[config.mk]
export PLATFORM = sky130hd
export DESIGN_NAME = vga_timing_gen
export DESIGN_NICKNAME = d
export VERILOG_FILES = /design/src/rtl/vga_timing_pkg.sv /design/src/rtl/vga_axis_counter.sv /design/src/rtl/vga_timing_gen.sv
export SDC_FILE = /design/constraint.sdc
export NUM_CORES = 1
export LEC_CHECK = 0
export BUFFER_PORTS_ARGS = -buffer_cell sky130_fd_sc_hd__clkbuf_2
export CORE_ASPECT_RATIO = 2
export CORE_MARGIN = 2
export CORE_UTILIZATION = 49
export DETAILED_ROUTE_END_ITERATION = 8
export PLACE_DENSITY_LB_ADDON = 0.2
export SLEW_MARGIN = 25
export SYNTH_ARGS = -nofsm -noshare
export SYNTH_HDL_FRONTEND = slang
export SYNTH_SLANG_ARGS = --single-unit
[constraint.sdc]
create_clock -name vga_clk -period 1.97 [get_ports vga_clk]
set_input_delay 0.197 -clock vga_clk [delete_from_list [all_inputs] [get_ports vga_clk]]
set_output_delay 0.197 -clock vga_clk [all_outputs]
set_load 0.03 [all_outputs]
[src/rtl/vga_timing_pkg.sv]
// Default 640x480@60 raster timing constants and coordinate type for the VGA timing generator.
package vga_timing_pkg;

   localparam int CNT_W       = 10;
   localparam int FRAME_CNT_W = 16;

   localparam int H_VISIBLE = 640;
   localparam int H_FRONT   = 16;
   localparam int H_SYNC    = 96;
   localparam int H_BACK    = 48;
   localparam int V_VISIBLE = 480;
   localparam int V_FRONT   = 10;
   localparam int V_SYNC    = 2;
   localparam int V_BACK    = 33;

   localparam int H_TOTAL      = H_VISIBLE + H_FRONT + H_SYNC + H_BACK;
   localparam int V_TOTAL      = V_VISIBLE + V_FRONT + V_SYNC + V_BACK;
   localparam int H_SYNC_START = H_VISIBLE + H_FRONT;
   localparam int H_SYNC_END   = H_SYNC_START + H_SYNC;
   localparam int V_SYNC_START = V_VISIBLE + V_FRONT;
   localparam int V_SYNC_END   = V_SYNC_START + V_SYNC;

   typedef logic [CNT_W-1:0] coord_t;

endpackage

[src/rtl/vga_axis_counter.sv]
// One raster axis: wrapping counter plus visible/sync decodes of the value it moves to next.
module vga_axis_counter
   import vga_timing_pkg::*;
#(
   parameter int W       = CNT_W,
   parameter int VISIBLE = H_VISIBLE,
   parameter int FRONT   = H_FRONT,
   parameter int SYNC    = H_SYNC,
   parameter int BACK    = H_BACK,
   parameter int RST_VAL = H_TOTAL - 1
) (
   input  logic         clk_i,
   input  logic         rst_i,
   input  logic         inc_i,
   output logic [W-1:0] count_o,
   output logic [W-1:0] next_o,
   output logic         wrap_o,
   output logic         visible_next_o,
   output logic         sync_n_next_o
);

   localparam int TOTAL = VISIBLE + FRONT + SYNC + BACK;
   localparam logic [W-1:0] LAST_C   = W'(TOTAL - 1);
   localparam logic [W-1:0] VIS_C    = W'(VISIBLE);
   localparam logic [W-1:0] SYNC_S_C = W'(VISIBLE + FRONT);
   localparam logic [W-1:0] SYNC_E_C = W'(VISIBLE + FRONT + SYNC);
   localparam logic [W-1:0] RST_C    = W'(RST_VAL);

   logic [W-1:0] count_q, count_d;

   always_comb begin
      wrap_o  = inc_i && (count_q == LAST_C);
      count_d = count_q;
      if (inc_i) begin
         count_d = wrap_o ? '0 : count_q + W'(1);
      end
   end

   // Decodes look at the next value so the registered flags line up with the registered count.
   assign visible_next_o = (count_d < VIS_C);
   assign sync_n_next_o  = !((count_d >= SYNC_S_C) && (count_d < SYNC_E_C));
   assign next_o         = count_d;
   assign count_o        = count_q;

   always_ff @(posedge clk_i) begin
      if (rst_i) begin
         count_q <= RST_C;
      end else begin
         count_q <= count_d;
      end
   end

endmodule

[src/rtl/vga_timing_gen.sv]
// VGA raster timing generator: registered DrawX/DrawY, blank, hs/vs and frame_start.
// Define VGA_FRAME_CNT_EN to add the 16-bit frame_count output.
module vga_timing_gen #(
   parameter int CNT_W     = vga_timing_pkg::CNT_W,
   parameter int H_VISIBLE = vga_timing_pkg::H_VISIBLE,
   parameter int H_FRONT   = vga_timing_pkg::H_FRONT,
   parameter int H_SYNC    = vga_timing_pkg::H_SYNC,
   parameter int H_BACK    = vga_timing_pkg::H_BACK,
   parameter int V_VISIBLE = vga_timing_pkg::V_VISIBLE,
   parameter int V_FRONT   = vga_timing_pkg::V_FRONT,
   parameter int V_SYNC    = vga_timing_pkg::V_SYNC,
   parameter int V_BACK    = vga_timing_pkg::V_BACK
) (
   input  logic             vga_clk,
   input  logic             reset,
   output logic [CNT_W-1:0] DrawX,
   output logic [CNT_W-1:0] DrawY,
   output logic             blank,
   output logic             hs,
   output logic             vs,
   output logic             frame_start
`ifdef VGA_FRAME_CNT_EN
   ,
   output logic [vga_timing_pkg::FRAME_CNT_W-1:0] frame_count
`endif
);

   import vga_timing_pkg::*;

   localparam int H_TOT = H_VISIBLE + H_FRONT + H_SYNC + H_BACK;
   localparam int V_TOT = V_VISIBLE + V_FRONT + V_SYNC + V_BACK;

   logic [CNT_W-1:0] h_next, v_next;
   logic             h_wrap, v_wrap;
   logic             h_vis_next, v_vis_next, h_sync_n_next, v_sync_n_next;
   logic             blank_q, hs_q, vs_q, fs_q, fs_d;

   vga_axis_counter #(
      .W(CNT_W), .VISIBLE(H_VISIBLE), .FRONT(H_FRONT), .SYNC(H_SYNC), .BACK(H_BACK),
      .RST_VAL(H_TOT - 1)
   ) u_h (
      .clk_i(vga_clk), .rst_i(reset), .inc_i(1'b1),
      .count_o(DrawX), .next_o(h_next), .wrap_o(h_wrap),
      .visible_next_o(h_vis_next), .sync_n_next_o(h_sync_n_next)
   );

   vga_axis_counter #(
      .W(CNT_W), .VISIBLE(V_VISIBLE), .FRONT(V_FRONT), .SYNC(V_SYNC), .BACK(V_BACK),
      .RST_VAL(V_TOT - 1)
   ) u_v (
      .clk_i(vga_clk), .rst_i(reset), .inc_i(h_wrap),
      .count_o(DrawY), .next_o(v_next), .wrap_o(v_wrap),
      .visible_next_o(v_vis_next), .sync_n_next_o(v_sync_n_next)
   );

   assign fs_d = (h_next == '0) && (v_next == '0);

   always_ff @(posedge vga_clk) begin
      if (reset) begin
         blank_q <= 1'b0;
         hs_q    <= 1'b1;
         vs_q    <= 1'b1;
         fs_q    <= 1'b0;
      end else begin
         blank_q <= h_vis_next && v_vis_next;
         hs_q    <= h_sync_n_next;
         vs_q    <= v_sync_n_next;
         fs_q    <= fs_d;
      end
   end

   assign blank       = blank_q;
   assign hs          = hs_q;
   assign vs          = vs_q;
   assign frame_start = fs_q;

`ifdef VGA_FRAME_CNT_EN
   logic [FRAME_CNT_W-1:0] frame_count_q, frame_count_d;

   // Starts at all-ones so the first frame after reset reads zero.
   assign frame_count_d = fs_d ? frame_count_q + FRAME_CNT_W'(1) : frame_count_q;

   always_ff @(posedge vga_clk) begin
      if (reset) begin
         frame_count_q <= '1;
      end else begin
         frame_count_q <= frame_count_d;
      end
   end

   assign frame_count = frame_count_q;
`endif

   logic unused_wrap;
   assign unused_wrap = v_wrap;

endmodule
==> Yosys cells after proc, flatten, opt, wreduce, memory -nomap -nowiden <==
Index checks and enable logic that the tools add are counted.
W data, S select, Z words.
{ "totals": {"reg_bits": 24, "inputBits": 2, "out_inout_bits": 24, "elab_cells": 28} }
{ "classes": {"addsub": 2, "order_cmp": 6, "n_eq_ne": 2, "mux": 3, "n_reduce_logical": 9} }
{ "ops": {"columns": ["op", "count"], "rows": [
  ["$mux W10", 3],
  ["$add A10 B1 Y10 const B", 2],
  ["$eq A10 B10 Y1 const B", 2],
  ["$logic_not A10 Y1", 2],
  ["$lt A10 B10 Y1 const B", 2],
  ["$lt A10 B9 Y1 const B", 2],
  ["$ge A10 B10 Y1 const B", 1],
  ["$ge A10 B9 Y1 const B", 1],
  ["$logic_and A1 B1 Y1", 5],
  ["$logic_not A1 Y1", 2]
]} }

==> Depth between registers and ports, before layout <==
Gate-level depths: netlist of run 1.
{ "depth": {"word_depth": 7, "mapped_depth": 9, "mapped_depth_nobuf": 8} }

==> Cells and area by module <==
Synthesis of run 1 repeated with hierarchy kept, for this count alone.
{ "unflattened": {"hier_cells": 162, "area_unflattened_um2": 1408.9} }
{ "modules_own_cells": {"columns": ["mod", "instances", "cells_per_inst", "area_each_um2", "seq_area_each_um2"], "rows": [
  ["vga_axis_counter (u_v)", 1, 81, 675.6, 200.2],
  ["vga_axis_counter (u_h)", 1, 65, 575.6, 200.2],
  ["vga_timing_gen", 1, 16, 157.7, 80.1]
]} }

==> Least setup slack after synthesis of run 1 <==
OpenSTA, ideal clock, no wires.
{ "synth_timing": {"path_kind": "reg2reg", "from": "reg u_h.count_q[0], in the netlist u_h.count_o[0]", "to": "reg fs_q, in the netlist frame_start", "setup_ps": 60, "arrival_ps": 2245, "required_time_ps": 1910, "setup_slack_ps": -335, "stages_incl_launch_ff": 8, "path_buffers": 0, "period_less_slack_ps": 2305, "path_cell_list": "dfxtp_1 > ha_1 > nand4b_1 > nor4_1 > xnor2_1 > nand4_1 > a2111oi_2 > o2111a_1"} }
{ "synth_via": {"elab_chain_len": 6, "elab_cells_between_ends": 9} }
{ "synth_lines": {"columns": ["item", "line", "text"], "rows": [
  ["start, declared", "vga_axis_counter.sv:29", "logic [W-1:0] count_q, count_d;"],
  ["start signal, assigned", "vga_axis_counter.sv:49", "count_q <= count_d;"],
  ["parallel branches: the longest is 5 deep, another holds $add A10 B1 Y10", null, null],
  ["$logic_and A1 B1 Y1 (*)", "vga_timing_gen.sv:56", "assign fs_d = (h_next == '0) && (v_next == '0);"],
  ["end signal, assigned", "vga_timing_gen.sv:68", "fs_q <= fs_d;"],
  ["end, declared", "vga_timing_gen.sv:36", "logic blank_q, hs_q, vs_q, fs_q, fs_d;"]
]} }
Mark *: on every way between the ends.
A chain may end at the register's enable or synchronous reset.

==> Worst setup path after layout of run 1 <==
{ "layout_timing": {"from": "reg u_v.count_q[1], in the netlist u_v.count_o[1]", "to": "reg vs_q, in the netlist vs"} }
{ "layout_via": {"elab_chain_len": 7, "elab_cells_between_ends": 9} }
{ "layout_lines": {"columns": ["item", "line", "text"], "rows": [
  ["start, declared", "vga_axis_counter.sv:29", null],
  ["start signal, assigned", "vga_axis_counter.sv:49", null],
  ["parallel branches: the longest is 3 deep, another holds $add A10 B1 Y10", null, null],
  ["$mux W10 (*)", "vga_axis_counter.sv:34", "if (inc_i) begin"],
  ["$ge A10 B9 Y1 or $lt A10 B9 Y1 (tied branches)", "vga_axis_counter.sv:41", "assign sync_n_next_o = !((count_d >= SYNC_S_C) && (count_d < SYNC_E_C));"],
  ["$logic_and A1 B1 Y1 (*)", "vga_axis_counter.sv:41", null],
  ["$logic_not A1 Y1 (*)", "vga_axis_counter.sv:41", null],
  ["end signal, assigned", "vga_timing_gen.sv:67", "vs_q <= v_sync_n_next;"],
  ["end, declared", "vga_timing_gen.sv:36", null]
]} }
Marks and branches as above.

==> run_results.csv, run 1 <==
group,metric,value,unit
run_status,status,"finished, violations left",
run_status,violations,"negative setup slack",
worst_setup_path,crit_top_cell,"nand4_1",
layout,layout-drive-gt1-share,0.4215,
drt,via_count,1574,
clocking,holdBufCountCts,0,
yosys,ys_warn_count,0,
worst_setup_path,slowest_delay,420,ps
clocking,clock_latency,270,ps
yosys,avgSynthCellArea,8.119,um^2
timing,rsz0062_at_grt,"yes",
timing,timing.final.ws_setup,-50.31,ps
placement,postPlaceCellArea,0.001773,mm^2
layout,num-nets-final,229,
drt,drt-wirelength-per-cell,19.27,um
drt,drtAntennaViolNets,0,
worst_setup_path,regToRegStartpoint,"u_v.count_o[1]",
worst_setup_path,critPathBufInv,0,
global_routing,antenna_found_initial,0,
timing,setup_viol_count_final,2,
power,vdd_drop_max,1.020,mV
min_path,whs_path_depth,2,
clocking,tritoncts,"built",
floorplan,rows,27,
yosys,synth_area_leaders,"dfxtp_1, xnor2_1, nand2_1, nand3_1, nand4_1",
floorplan,core_area,0.002770,mm^2
layout,final_common_cell,"buf_4",
yosys,syn-num-nets,181,
worst_setup_path,critical_path_class,"register to register",
floorplan,die-area,0.003390,mm^2
yosys,synth_edf_count,0,
global_routing,track_usage,0.2674,
worst_setup_path,path_max_fanout,8,
timing,layout_min_cycle_time,2020,ps
layout,diodes,0,
drt,wl,4856,um
worst_setup_path,crit_path_cell_trace,"ha_1 -> nand4_1 -> nor4_4 -> xnor2_1 -> nor4_2 -> nand4_1",
drt,drc,0,
global_routing,grt_pass1_wl,6927,um
placement,port_buffers,25,
yosys,synth.largest_area_cell,"dfxtp_1",
floorplan,dieHeight,80.37,um
timing,fin_crit_sh,1.026,
yosys,yosysTopAreaCellShare,0.3363,
timing,worst_slew_pin_slew,390.3,ps
drt,drtIter0Drc,92,
yosys,synthArstFlopShare,0,
layout,utilization,0.7141,
timing,max-slew-margin-rel,0.7376,
worst_setup_path,crit_family,"simple AND/OR/NAND/NOR gates",
layout,finalInstanceArea,0.001978,mm^2
global_routing,gr-total-overflow,0,
yosys,synth.distinct_cells,44,
clocking,clock_path_buffers,2,
layout,syn_to_final_growth,38.44,%
clocking,clock-root-buffer,"clkbuf_8",
drt,drt-vias-per-instance,6.246,
flow_run,maxCapViolations,0,
yosys,netlist_area,0.001429,mm^2
power,total_power,3.078,mW
worst_setup_path,end_kind,"register",
clocking,cts.sinks,24,
floorplan,start_util,0.5158,
placement,gp_congestion,0.9235,
layout,layout_common_cells,"buf_4, clkbuf_2, nand2_1",
layout,fillCellCount,230,
timing,drv_slew,0,
min_path,hold_path.class,"input port to register",
timing,clock.fmax,495.0,MHz
worst_setup_path,worst-r2r-cell-count,6,
global_routing,grt_max_degree,15,
timing,hold_viol_final,0,
worst_setup_path,worstPathArrival,2160,ps
clocking,path_clk_slew,80,ps
clocking,numCtsBuffers,3,
clocking,ctsHtreeMaxLevel,1,
worst_setup_path,reg2reg_to,"vs",
timing,whs,322.2,ps
power,power.leakage,0.7785,nW
floorplan,ios,26,
yosys,ys.flop_type,"dfxtp_1",
worst_setup_path,cp.required,2110,ps
min_path,hold_path_end,"u_v.count_o[0]",
drt,first_pass_iters,4,
worst_setup_path,worst_path_max_delay_cell,"dfxtp_2",
yosys,syn_inst,176,
yosys,synth_seq_cells,24,
min_path,hold_start,"reset",
timing,fin_skew,3.159,ps
floorplan,fp.dieW,42.19,um
worst_setup_path,reg2reg_slack,-50,ps
power,powerDensity,1556,mW/mm^2
global_routing,first_global_vias,1503,
placement,hpwl,3449,um
timing,tns,-64.39,ps
yosys,synth_seq_area_share,0.3363,
worst_setup_path,worstSetupStartpointType,"register",
## Yosys cell counts (2+ instances only)
library cell and n:
xnor2_1 11, buf_2 4, nor3b_2 2, and3_1 2
nand2_1 21, nor2b_1 3, clkbuf_1 6, inv_1 3
o21ai_0 7, dfxtp_1 24, buf_4 2, nand3_1 14
nor3_1 5, nor2_1 11, ha_1 3, a21oi_1 6
or3_1 5, nor4_1 7, o21ai_1 2, xor2_1 4
nand4_1 11
## flip-flops by register name, indices dropped and copies added, names as in the netlist
name / cells
u_h.count_o: 10
u_v.count_o: 10
blank: 1
hs: 1
frame_start: 1
vs: 1
## worst max-delay path by stage
stage / from / end / cells past startpoint
detailed placement: u_h.count_o[0] / vs / 6
CTS: u_v.count_o[1] / frame_start / 7
global placement: u_h.count_o[6] / frame_start / 6
finish: u_v.count_o[1] / vs / 6
global route: u_v.count_o[1] / vs / 6
floorplan: u_h.count_o[6] / frame_start / 6
## power by group
group          switching, mW  total [mW]  internal, mW  leakage [nW]
logic                   1.12        1.95         0.835         0.557
registers              0.207       0.831         0.624         0.198
clock network          0.156       0.296         0.140        0.0231
## worst register-to-register path, delay by kind of cell, from the launching register on
kind / cells / cell delay, ps
XOR/XNOR: 1 / 170
adder cells (fa/ha/maj): 1 / 200
flip-flops: 1 / 420
AND/OR/NAND/NOR: 4 / 1110
## per-layer routing
layer | global-route usage | part of all wire | vias up
li1 | - | - | 738
met1 | 0.2619 | 0.34 | 730
met2 | 0.5077 | 0.55 | 74
met3 | 0.02247 | 0.042 | 32
met4 | 0.1781 | 0.065 | 0
met5 | 0 | 0 | -
## kinds of logic after synthesis
| family | synth area share |
|---|---|
| DFF | 0.3363 |
| xor gates and xnor gates | 0.09194 |
| AOI/OAI and AO/OA | 0.1349 |
| and+or+nand+nor | 0.3547 |
| buffers and inverters | 0.05604 |
| adders and majority gates | 0.02627 |
## area by class of cell
cell class	instances	area, um^2	area share
clock buffer	3	41.29	0.02087
clock inverter	1	3.754	0.001898
inverter	3	11.26	0.005693
multi-input combinational	136	1012	0.5117
sequential	24	508.0	0.2568
tap	29	36.28	0.01834
timing repair buffer	56	365.4	0.1847
## what timing repair did
action / in CTS / in global routing
endpoints found under the setup margin: 3 / 3
pin swaps: 5 / 8
resized for setup: 1 / 25
setup buffers: 0 / 3
## per-stage QoR
| step | setup slack (ps) | std cells |
|---|---|---|
| after floorplan | 7.721 | 176 |
| after global placement | 21.11 | 245 |
| after detailed placement | -55.74 | 245 |
| after CTS | -47.92 | 249 |
| after global routing | -166.2 | 252 |
| final | -50.31 | 252 |
Note: power is estimated with default switching activity, not from simulation.
==> run 2: changes to the inputs <==
--- a/config.mk
+++ b/config.mk
@@ -7,10 +7,9 @@
 export LEC_CHECK = 0
 export BUFFER_PORTS_ARGS = -buffer_cell sky130_fd_sc_hd__clkbuf_2
 export CORE_ASPECT_RATIO = 2
-export CORE_MARGIN = 2
 export CORE_UTILIZATION = 49
 export DETAILED_ROUTE_END_ITERATION = 8
-export PLACE_DENSITY_LB_ADDON = 0.2
+export PLACE_DENSITY = 0.85
 export SLEW_MARGIN = 25
 export SYNTH_ARGS = -nofsm -noshare
 export SYNTH_HDL_FRONTEND = slang
==> run_results.csv, run 2 (same netlist as run 1, synthesis figures left out) <==
group,metric,value,unit
run_status,status,"finished, violations left",
run_status,violations,"negative setup slack",
layout,layout_common_cells,"buf_4, clkbuf_2, nand2_1",
worst_setup_path,cp.required,2140,ps
flow_run,maxCapViolations,0,
clocking,clock-root-buffer,"clkbuf_8",
global_routing,grt_max_degree,15,
drt,drtIter0Drc,72,
drt,drt-wirelength-per-cell,19.58,um
power,powerDensity,1556,mW/mm^2
worst_setup_path,cp-startpoint,"u_h.count_o[1]",
layout,num-nets-final,231,
global_routing,first_global_vias,1467,
drt,drt-vias-per-instance,6.461,
power,power.leakage,0.7747,nW
clocking,numCtsBuffers,3,
global_routing,track_usage,0.3171,
placement,gp_congestion,0.9373,
min_path,hold_start,"reset",
floorplan,dieHeight,78.37,um
timing,worst_slew_pin_slew,450.2,ps
layout,register_area,505.5,um^2
layout,layout-drive-gt1-share,0.4222,
worst_setup_path,worstPathArrival,2240,ps
floorplan,fp.dieW,40.19,um
floorplan,rows,27,
timing,max-slew-margin-rel,0.6958,
placement,port_buffers,25,
clocking,ctsHtreeMaxLevel,1,
timing,drv_slew,0,
timing,layout_min_cycle_time,2070,ps
drt,first_pass_iters,4,
placement,hpwl,3217,um
layout,multiInputGateArea,998.5,um^2
layout,syn_to_final_growth,38.35,%
min_path,hold_path.class,"input port to register",
power,total_power,3.076,mW
timing,hold_viol_final,0,
timing,clock.fmax,483.2,MHz
layout,fillCellCount,215,
global_routing,antenna_found_initial,0,
timing,timing.final.ws_setup,-99.52,ps
floorplan,core_area,0.002770,mm^2
floorplan,start_util,0.5158,
drt,wl,4973,um
worst_setup_path,critical_path_class,"register to register",
global_routing,grt_pass1_wl,6824,um
drt,drtAntennaViolNets,0,
layout,utilization,0.7136,
drt,via_count,1641,
clocking,path_clk_slew,90,ps
worst_setup_path,path_max_fanout,5,
clocking,clock_path_buffers,2,
worst_setup_path,regToRegStartpoint,"u_h.count_o[1]",
clocking,tritoncts,"built",
floorplan,die-area,0.003149,mm^2
timing,rsz0062_at_grt,"yes",
drt,drc,0,
global_routing,gr-total-overflow,0,
timing,setup_viol_count_final,2,
layout,final_common_cell,"buf_4",
layout,diodes,0,
timing,fin_crit_sh,1.051,
placement,post-place-ws,-115.9,ps
worst_setup_path,end_kind,"register",
floorplan,ios,26,
power,vdd_drop_max,1.012,mV
timing,fin_skew,6.221,ps
clocking,clock_latency,280,ps
worst_setup_path,worstSetupStartpointType,"register",
clocking,cts.sinks,24,
-- run 2: critical path, cell delays in order (launching register included) --
cell	delay, ps
dfxtp_4	370
ha_4	160
nand4b_1	180
buf_4	210
or3_4	390
nor3b_1	160
o211ai_1	220
o21ai_1	140
o2111a_1	140
-- run 2: routing by layer --
metal / global-route usage / vias to the layer above / part of all wire
li1: - / 740 / -
met1: 0.3153 / 789 / 0.35
met2: 0.5419 / 85 / 0.55
met3: 0.03390 / 27 / 0.038
met4: 0.2367 / 0 / 0.067
met5: 0 / - / 0
-- run 2: through the flow --
step	hold slack, ps	cells	area [um^2]	TNS (ps)
global route	345.0	254	1977	-286.2
global placement	559.6	239	1728	-94.12
CTS	344.5	247	1854	-20.58
finish	340.7	254	1977	-139.1
detailed placement	560.7	239	1728	-166.5
floorplan	278.1	176	1471	0
-- run 2: layout make-up --
class | instances | area share
multi-input cells | 136 | 0.5051
well taps | 29 | 0.01835
repair buffers | 58 | 0.1924
clock buffers | 4 | 0.02278
flip-flops and latches | 24 | 0.2557
inverters | 3 | 0.005696
-- run 2: what timing repair did --
| item | in CTS | in global routing |
|---|---|---|
| gates resized for setup | 7 | 16 |
| hold endpoints to repair | 0 | 0 |
| hold buffers | 0 | 0 |
| setup endpoints to repair | 3 | 4 |
| setup buffers | 4 | 7 |
| pin swaps | 12 | 7 |
-- run 2: path summary, 6_finish.rpt --
kind	end	cells after the start	slack (ps)
setup / recovery	frame_start	8	-100
hold / removal	u_v.count_o[0]	2	340
setup reg to reg	frame_start	8	-100
hold reg to reg	u_v.count_o[0]	2	530
-- run 2: power by group --
part / internal, mW / total (mW) / switching [mW] / leakage [nW]
Sequential: 0.619 / 0.839 / 0.219 / 0.198
Combinational: 0.827 / 1.92 / 1.10 / 0.554
Clock: 0.145 / 0.313 / 0.167 / 0.0228
Total: 1.59 / 3.08 / 1.48 / 0.775
